===== src/rtl/gpu_pkg.sv =====
// gpu_pkg: core phase codes, fetcher states and opcodes shared by the fetcher and decoder
package gpu_pkg;
   localparam logic [2:0] CORE_IDLE   = 3'b000;
   localparam logic [2:0] CORE_FETCH  = 3'b001;
   localparam logic [2:0] CORE_DECODE = 3'b010;
   typedef enum logic [1:0] {
      FETCHER_IDLE     = 2'b00,
      FETCHER_FETCHING = 2'b01,
      FETCHER_FETCHED  = 2'b10
   } fetcher_state_t;
   localparam logic [3:0] OP_NOP = 4'b0000;
   localparam logic [3:0] OP_RET = 4'b1111;
   localparam logic [15:0] NOP_INSTR = {OP_NOP, 12'h000};
   localparam logic [15:0] RET_INSTR = {OP_RET, 12'h000};
endpackage


===== src/rtl/fetch_watchdog.sv =====
// fetch_watchdog: saturating wait counter that flags the last permitted cycle of a memory wait
module fetch_watchdog #(
   parameter int TIMEOUT_CYCLES = 255
) (
   input  logic clk,
   input  logic reset,
   input  logic run,
   input  logic clear,
   output logic expired
);
   localparam int CW = (TIMEOUT_CYCLES < 1) ? 1 : $clog2(TIMEOUT_CYCLES + 1);
   localparam logic [CW-1:0] LAST = CW'((TIMEOUT_CYCLES == 0) ? 0 : TIMEOUT_CYCLES - 1);
   logic [CW-1:0] cnt;
   assign expired = (TIMEOUT_CYCLES != 0) && run && (cnt == LAST);
   // count waiting cycles, held at zero outside a wait and saturating at all-ones
   always_ff @(posedge clk)
      cnt <= (!reset || clear) ? '0 : (run && cnt != '1) ? cnt + 1'b1 : cnt;
endmodule


===== src/rtl/instr_fetcher.sv =====
// instr_fetcher: issues one program-memory read per FETCH phase and holds the word for decode
module instr_fetcher
   import gpu_pkg::*;
#(
   parameter int PROGRAM_MEM_ADDR_BITS = 8,
   parameter int PROGRAM_MEM_DATA_BITS = 16,
   parameter int TIMEOUT_CYCLES        = 255
) (
   input  logic                             clk,
   input  logic                             reset,
   input  logic [2:0]                       core_state,
   input  logic [PROGRAM_MEM_ADDR_BITS-1:0] current_pc,
   output logic                             mem_read_valid,
   output logic [PROGRAM_MEM_ADDR_BITS-1:0] mem_read_address,
   input  logic                             mem_read_ready,
   input  logic [PROGRAM_MEM_DATA_BITS-1:0] mem_read_data,
   output logic [1:0]                       fetcher_state,
   output logic [PROGRAM_MEM_DATA_BITS-1:0] instr,
   output logic                             fetch_error
);
   fetcher_state_t state;
   logic expired;
   assign fetcher_state = state;
   fetch_watchdog #(.TIMEOUT_CYCLES(TIMEOUT_CYCLES)) u_watchdog (
      .clk(clk),
      .reset(reset),
      .run(state == FETCHER_FETCHING),
      .clear(state != FETCHER_FETCHING),
      .expired(expired)
   );
   // request/capture FSM; a response beats a coinciding watchdog expiry
   always_ff @(posedge clk)
      if (!reset) begin
         state            <= FETCHER_IDLE;
         mem_read_valid   <= 1'b0;
         mem_read_address <= '0;
         instr            <= PROGRAM_MEM_DATA_BITS'(NOP_INSTR);
         fetch_error      <= 1'b0;
      end else
         case (state)
            FETCHER_IDLE:
               if (core_state == CORE_FETCH) begin
                  state            <= FETCHER_FETCHING;
                  mem_read_valid   <= 1'b1;
                  mem_read_address <= current_pc;
               end
            FETCHER_FETCHING:
               if (mem_read_valid && mem_read_ready) begin
                  instr          <= mem_read_data;
                  mem_read_valid <= 1'b0;
                  state          <= FETCHER_FETCHED;
               end else if (expired) begin
                  instr          <= PROGRAM_MEM_DATA_BITS'(RET_INSTR);
                  fetch_error    <= 1'b1;
                  mem_read_valid <= 1'b0;
                  state          <= FETCHER_FETCHED;
               end
            FETCHER_FETCHED:
               if (core_state == CORE_DECODE) state <= FETCHER_IDLE;
            default:
               state <= FETCHER_IDLE;
         endcase
endmodule


===== config.mk =====
export PLATFORM = sky130hd
export DESIGN_NAME = instr_fetcher
export DESIGN_NICKNAME = d
export VERILOG_FILES = /design/src/rtl/gpu_pkg.sv /design/src/rtl/fetch_watchdog.sv /design/src/rtl/instr_fetcher.sv
export SDC_FILE = /design/constraint.sdc
export NUM_CORES = 1
export LEC_CHECK = 0
export BUFFER_PORTS_ARGS = -buffer_cell sky130_fd_sc_hd__buf_4
export CAP_MARGIN = 40
export CORE_UTILIZATION = 45
export CTS_CLUSTER_SIZE = 30
export DETAILED_ROUTE_END_ITERATION = 16
export GPL_TIMING_DRIVEN = 0
export PLACE_DENSITY = 0.75
export SYNTH_ARGS = -nofsm -noshare
export SYNTH_HDL_FRONTEND = slang
export SYNTH_SLANG_ARGS = --single-unit

===== constraint.sdc =====
create_clock -name clk -period 2.7 [get_ports clk]
set_clock_uncertainty 0.15 [all_clocks]
set_input_delay 0.135 -clock clk [delete_from_list [all_inputs] [get_ports clk]]
set_output_delay 0.135 -clock clk [all_outputs]
set_load 0.005 [all_outputs]

Yosys cells after proc, flatten, opt, wreduce, memory -nomap -nowiden --
Index checks and enable logic that the tools add are counted.
Word-level totals: register bits after elaboration 36, input bits 30, output and inout port bits 28
Cells by class: $add $sub $neg 1, eq/ne operators 10, muxes and demuxes 11, bitwise operators 1, reductions and logical operators 13
Operators with widths (count):
- $mux W16 | 2
- $reduce_and A3 Y1 | 3
- $add A8 B1 Y8 const B | 1
- $eq A8 B8 Y1 const B | 1
- $mux W2 | 4
- $ne A8 B8 Y1 const B | 1
- $pmux W2 S3 | 1
- $ne A2 B2 Y1 const B | 2
- $reduce_and A2 Y1 | 2
- $reduce_bool A2 Y1 | 2
- $eq A3 B1 Y1 const B | 1
- $eq A3 B2 Y1 const B | 1
- $logic_and A1 B1 Y1 | 3
- $mux W1 | 3
- $ne A3 B3 Y1 const B | 1
- $eq A2 B1 Y1 const B | 1
- $eq A2 B2 Y1 const B | 1
- $logic_not A2 Y1 | 1
- $ne A2 B1 Y1 const B | 1
- $pmux W1 S2 | 1
- $logic_not A1 Y1 | 1
- $logic_or A1 B1 Y1 | 1
- $not A1 Y1 | 1

Logic depth before layout (Yosys ltp) --
depth after elaboration 5, depth in mapped cells 7

Modules after synthesis --
A second synthesis with hierarchy kept.
Second synthesis, totals: cell total of the unflattened synthesis 170, area, all modules 1611.5 µm²
By module, submodules not included:
- instr_fetcher | instances 1, cells an instance 120, area each 1138.6 µm²
- fetch_watchdog | instances 1, cells an instance 50, area each 473.0 µm²

Least setup slack after synthesis --
No wires, ideal clock.
path kind reg-to-reg, start point register u_watchdog.cnt[0], end point register u_watchdog.cnt[7], arrival time 1289 ps, path slack 1140 ps, stages on the path, launching flop included 6, buffers on the path 0, cells stage by stage dfxtp_1 ha_1 and2_1 a2111oi_4 xnor2_1 nor2_1
Between the ends: longest elaborated chain between the ends 2, elaborated cells on any way between the ends 3, those cells by class add/sub: 1; eq/ne: 1; reduce/logical: 1
Ends and longest elaborated chain:
- start, declared | RTL line fetch_watchdog.sv:13 | logic [CW-1:0] cnt;
- start signal, assigned | RTL line fetch_watchdog.sv:17 | cnt <= (!reset || clear) ? '0 : (run && cnt != '1) ? cnt + 1'b1 : cnt;
- parallel branches: the longest is 2 deep, another holds $add A8 B1 Y8
Several ways; the timed one is not identified. A chain may end at the register's enable or synchronous reset.

Worst setup path in the final report --
start point register state[1] (netlist: fetcher_state[1]), end point register instr[0]
Between the ends: longest elaborated chain between the ends 4
Ends and longest elaborated chain:
- start, declared | RTL line instr_fetcher.sv:21 | fetcher_state_t state;
- start signal, assigned | RTL line instr_fetcher.sv:34 | state <= FETCHER_IDLE;
- start signal, assigned | RTL line instr_fetcher.sv:43 | state <= FETCHER_FETCHING;
- start signal, assigned | RTL line instr_fetcher.sv:51 | state <= FETCHER_FETCHED;
- $eq A2 B1 Y1 * | RTL line instr_fetcher.sv:27, instr_fetcher.sv:40
- $logic_and A1 B1 Y1 | RTL line fetch_watchdog.sv:14 | assign expired = (TIMEOUT_CYCLES != 0) && run && (cnt == LAST);
- $reduce_bool A2 Y1 (no source line)
- $reduce_and A2 Y1 (no source line) *
- end signal, assigned | RTL line instr_fetcher.sv:37 | instr <= PROGRAM_MEM_DATA_BITS'(NOP_INSTR);
- end signal, assigned | RTL line instr_fetcher.sv:49 | instr <= mem_read_data;
- end signal, assigned | RTL line instr_fetcher.sv:53 | instr <= PROGRAM_MEM_DATA_BITS'(RET_INSTR);
- end, declared | RTL line instr_fetcher.sv:18 | output logic [PROGRAM_MEM_DATA_BITS-1:0] instr,
Mark *: on every way between the ends. The rest lies on a longest branch, timed or not.

==> summary.txt <==
STA
  • Worst-margin pin slew: 457.0 ps
  • Final min period: 2099 ps
  • Setup tns final: 0 ps
  • Slew headroom: 0.6954
  • Final period util: 0.7773
  • Final Hold Vio Count: 0
  • Final setup violation count: 0
  • Peak Freq: 476.5 MHz
  • Max-slew violation count: 0
  • RSZ-0062 raised after global routing: false

CTS
  • CTS Root Cell: clkbuf_4
  • Clock transition at path regs: 110 ps
  • TritonCTS buffer count: 5
  • Clock Latency Late Sink: 350 ps
  • Post-CTS Resized: 0
  • H-tree depth: 2
  • CTS tree: yes
  • Clock Tree Buf Depth: 2
  • Clock tree sinks: 36

Power
  • PwrDens: 463.7 mW/mm^2
  • Power share of the clock group: 0.397
  • Maximum VDD drop: 0.3598 mV
  • Flop pwr share: 0.504
  • Net Sw Frac: 0.2089
  • Combinational power share: 0.099
  • Sw Pwr: 225.5 uW
  • Power, Total: 1.080 mW
  • Internal Pwr Total: 854.2 uW
  • Leakage: 0.9433 nW

Placement
  • Area after DPL: 0.001953 sq mm
  • GP Congestion: 0.7687
  • Count of input and output buffers: 57
  • Dpl cells: 263
  • DP Wirelength: 2566 um

Finish
  • Layout Cells excl Fill: 299
  • Final net count: 286
  • Layout cells sized above 1: 0.2902
  • Most frequent cells in the layout: buf_4 (57), dfxtp_1 (36), dlygate4sd3_1 (28)
  • Area grow syn2layout: 58.38%
  • Area of the multi-input gates: 683.2 sq um
  • Ant diodes: 0
  • Sequential cell area: 720.7 sq um
  • Cell area after layout: 0.002328 sq mm
  • Layout filler cell count: 218
  • Most common cell after layout, fill and taps aside: buf_4

Synth
  • Post-synthesis adder-cell area fraction: 0.01702
  • Cells after Synth: 162
  • Simple-gate share of the synthesized area: 0.2247
  • Total nets after synthesis: 194
  • Compound-gate portion of the synthesized area: 0.1387
  • Synthesized area per cell: 9.075 sq um
  • Area of the mapped netlist: 0.001470 sq mm
  • Distinct cells, synth: 31
  • Main combinational cell family by area after synthesis: simple AND/OR/NAND/NOR gates
  • Proportion of synthesized area in mux cells: 0.05447
  • FF+latch count, synth: 36
  • XOR/XNOR Fraction of Synth Area: 0.02979
  • Syn. warnings: 0
  • Sequential area share after synthesis: 0.4902

GRT
  • Total track usage: 0.2494
  • Gr busiest metal: met2
  • Met3 Usage GRT: 0.08079
  • GR Util met2: 0.4416
  • Initial antenna violation count: 0
  • Number of global-route vias before repair: 1380
  • First-pass GRT wire length: 6279 um
  • Largest net degree at the start of global routing: 12
  • Met1 Usage GRT: 0.2824
  • Congestion Overflow GR: 0

Floorplanning
  • # IOs: 58
  • Starting Density: 0.4776
  • Die Y-Extent: 59.16 um
  • Full die area: 0.003499 sq mm
  • Core area: 0.003078 sq mm
  • DIE WIDTH: 59.16 um
  • Rows: 20

Critical path
  • CP cell instances: and2b_1, nand3_1, buf_2, nand3_1, a21oi_1, dlygate4sd3_1
  • R2R Path Start: fetcher_state[1]
  • CP delay by family, top: buffers and inverters
  • Reg2Reg Depth: 6
  • Crit path max fanout: 10
  • Slowest CP cell: dlygate4sd3_1
  • Worst EP arrival: 2250 ps
  • Worst path required time: 2850 ps
  • Crit Reg-Reg Endpoint: instr[0]
  • Crit-path max cell delay: 570 ps
  • CP bufs+invs: 2
  • Critical path class: reg -> reg
  • Crit path launch type: flop
  • Critical Path Most Common Cell: nand3_1
  • Element type at the critical path end: flop
  • Reg2Reg Setup Slack: 600 ps

Detailed routing
  • DR vias/cell: 5.057
  • First-pass DRT Iterations: 4
  • Via count: 1512
  • Wirelength per Cell: 13.77 um
  • Post-DRT Antenna Nets: 0
  • Number of DRC markers in iteration 0: 74
  • Final wirelength: 4116 um
  • DRC: 0

Min path
  • Worst hold path endpoint: fetcher_state[0]
  • Hold Path Depth: 4
  • Beginning of the worst hold path: mem_read_ready
  • Hold crit path type: in -> reg

Outcome
  • Status: completed

Job
  • Max cap viols: 0
-- flip-flops by register name, summed over array words and instances (netlist names) --
| name | count |
|---|---|
| fetch_error | 1 |
| fetcher_state | 2 |
| instr | 16 |
| mem_read_address | 8 |
| mem_read_valid | 1 |
| u_watchdog.cnt | 8 |
-- synth_stat cells --
library cell   n  area, sq um
dfxtp_1       36        720.7
nand2_1       18        67.56
nor2_1        18        67.56
nand3_1       15        75.07
a21oi_1       14        70.07
mux2i_1        8        80.08
a31oi_1        7        43.79
inv_1          6        22.52
buf_2          5        25.02
xnor2_1        5        43.79
a211oi_1       3        22.52
and2_1         2        12.51
clkbuf_1       2        7.510
ha_1           2        25.02
nand3b_1       2        15.01
nor3_1         2        10.01
o21ai_0        2        10.01
o21ai_1        2        10.01
a2111oi_4      1        27.53
a41oi_1        1        8.760
and2b_1        1        7.510
and3_1         1        6.260
and3b_1        1        8.760
and4_1         1        8.760
buf_6          1        11.26
nand2b_1       1        6.260
nand3_4        1        17.52
nand4b_1       1        8.760
nor4_1         1        6.260
nor4_2         1        12.51
o2111a_1       1        11.26
-- power groups by stage --
stage	Sequential [mW]	Combinational [mW]	Clock [mW]
after floorplan	0.556	0.0239	0
after global placement	0.556	0.0716	0
after detailed placement	0.556	0.0740	0
after CTS	0.544	0.105	0.436
after global routing	0.546	0.115	0.457
final	0.544	0.107	0.428
-- per-stage QoR --
stage / utilization / worst slack, ps / hold WS, ps
after floorplan: - / 1140 / 123.3
after global placement: 0.6346 / 1078 / 217.6
after detailed placement: 0.6346 / 1056 / 232.2
after CTS: 0.7565 / 663.0 / 27.34
after global routing: 0.7565 / 447.8 / 54.34
final: 0.7565 / 601.3 / 30.80
-- how the worst max path moves through the flow --
stage / to / depth (start not counted) / start / slack, ps
after CTS: instr[0] / 6 / fetcher_state[1] / 660
after detailed placement: instr[10] / 7 / u_watchdog.cnt[0] / 1060
after global placement: u_watchdog.cnt[7] / 5 / u_watchdog.cnt[0] / 1080
after floorplan: u_watchdog.cnt[7] / 5 / u_watchdog.cnt[0] / 1140
after global routing: instr[0] / 6 / fetcher_state[1] / 450
final: instr[0] / 6 / fetcher_state[1] / 600
-- routing by layer --
metal	wire, um	share of wire	vias to the layer above
met2	2197	0.53	52
met4	64	0.016	0
li1	-	-	745
met1	1668	0.41	707
met5	0	0	-
met3	185	0.045	8
-- what timing repair did --
item	in CTS	in global routing
setup buffers	0	0
endpoints found under the hold margin	26	0
hold buffers	28	0
setup endpoints to repair	0	0
-- worst min-delay path, stage by stage --
cell	delay (ps)
buf_4	120
nand2_1	90
a31oi_1	80
nor2_1	80
-- kinds of logic after synthesis --
group	Yosys count
adder cells (fa/ha/maj)	2
AO/OA/AOI/OAI	31
buffers and inverters	14
XOR/XNOR	5
flip-flops	36
AND/OR/NAND/NOR	66
multiplexers	8
-- final cells by class --
| type | count | area share |
|---|---|---|
| plain buffers | 8 | 0.01881 |
| clock buffers | 7 | 0.02794 |
| clock inverters | 1 | 0.01290 |
| inverters | 6 | 0.009672 |
| multi-input cells | 112 | 0.2934 |
| flip-flops and latches | 36 | 0.3095 |
| well taps | 44 | 0.02364 |
| repair buffers | 85 | 0.3041 |
(Power assumes the default switching activity.)
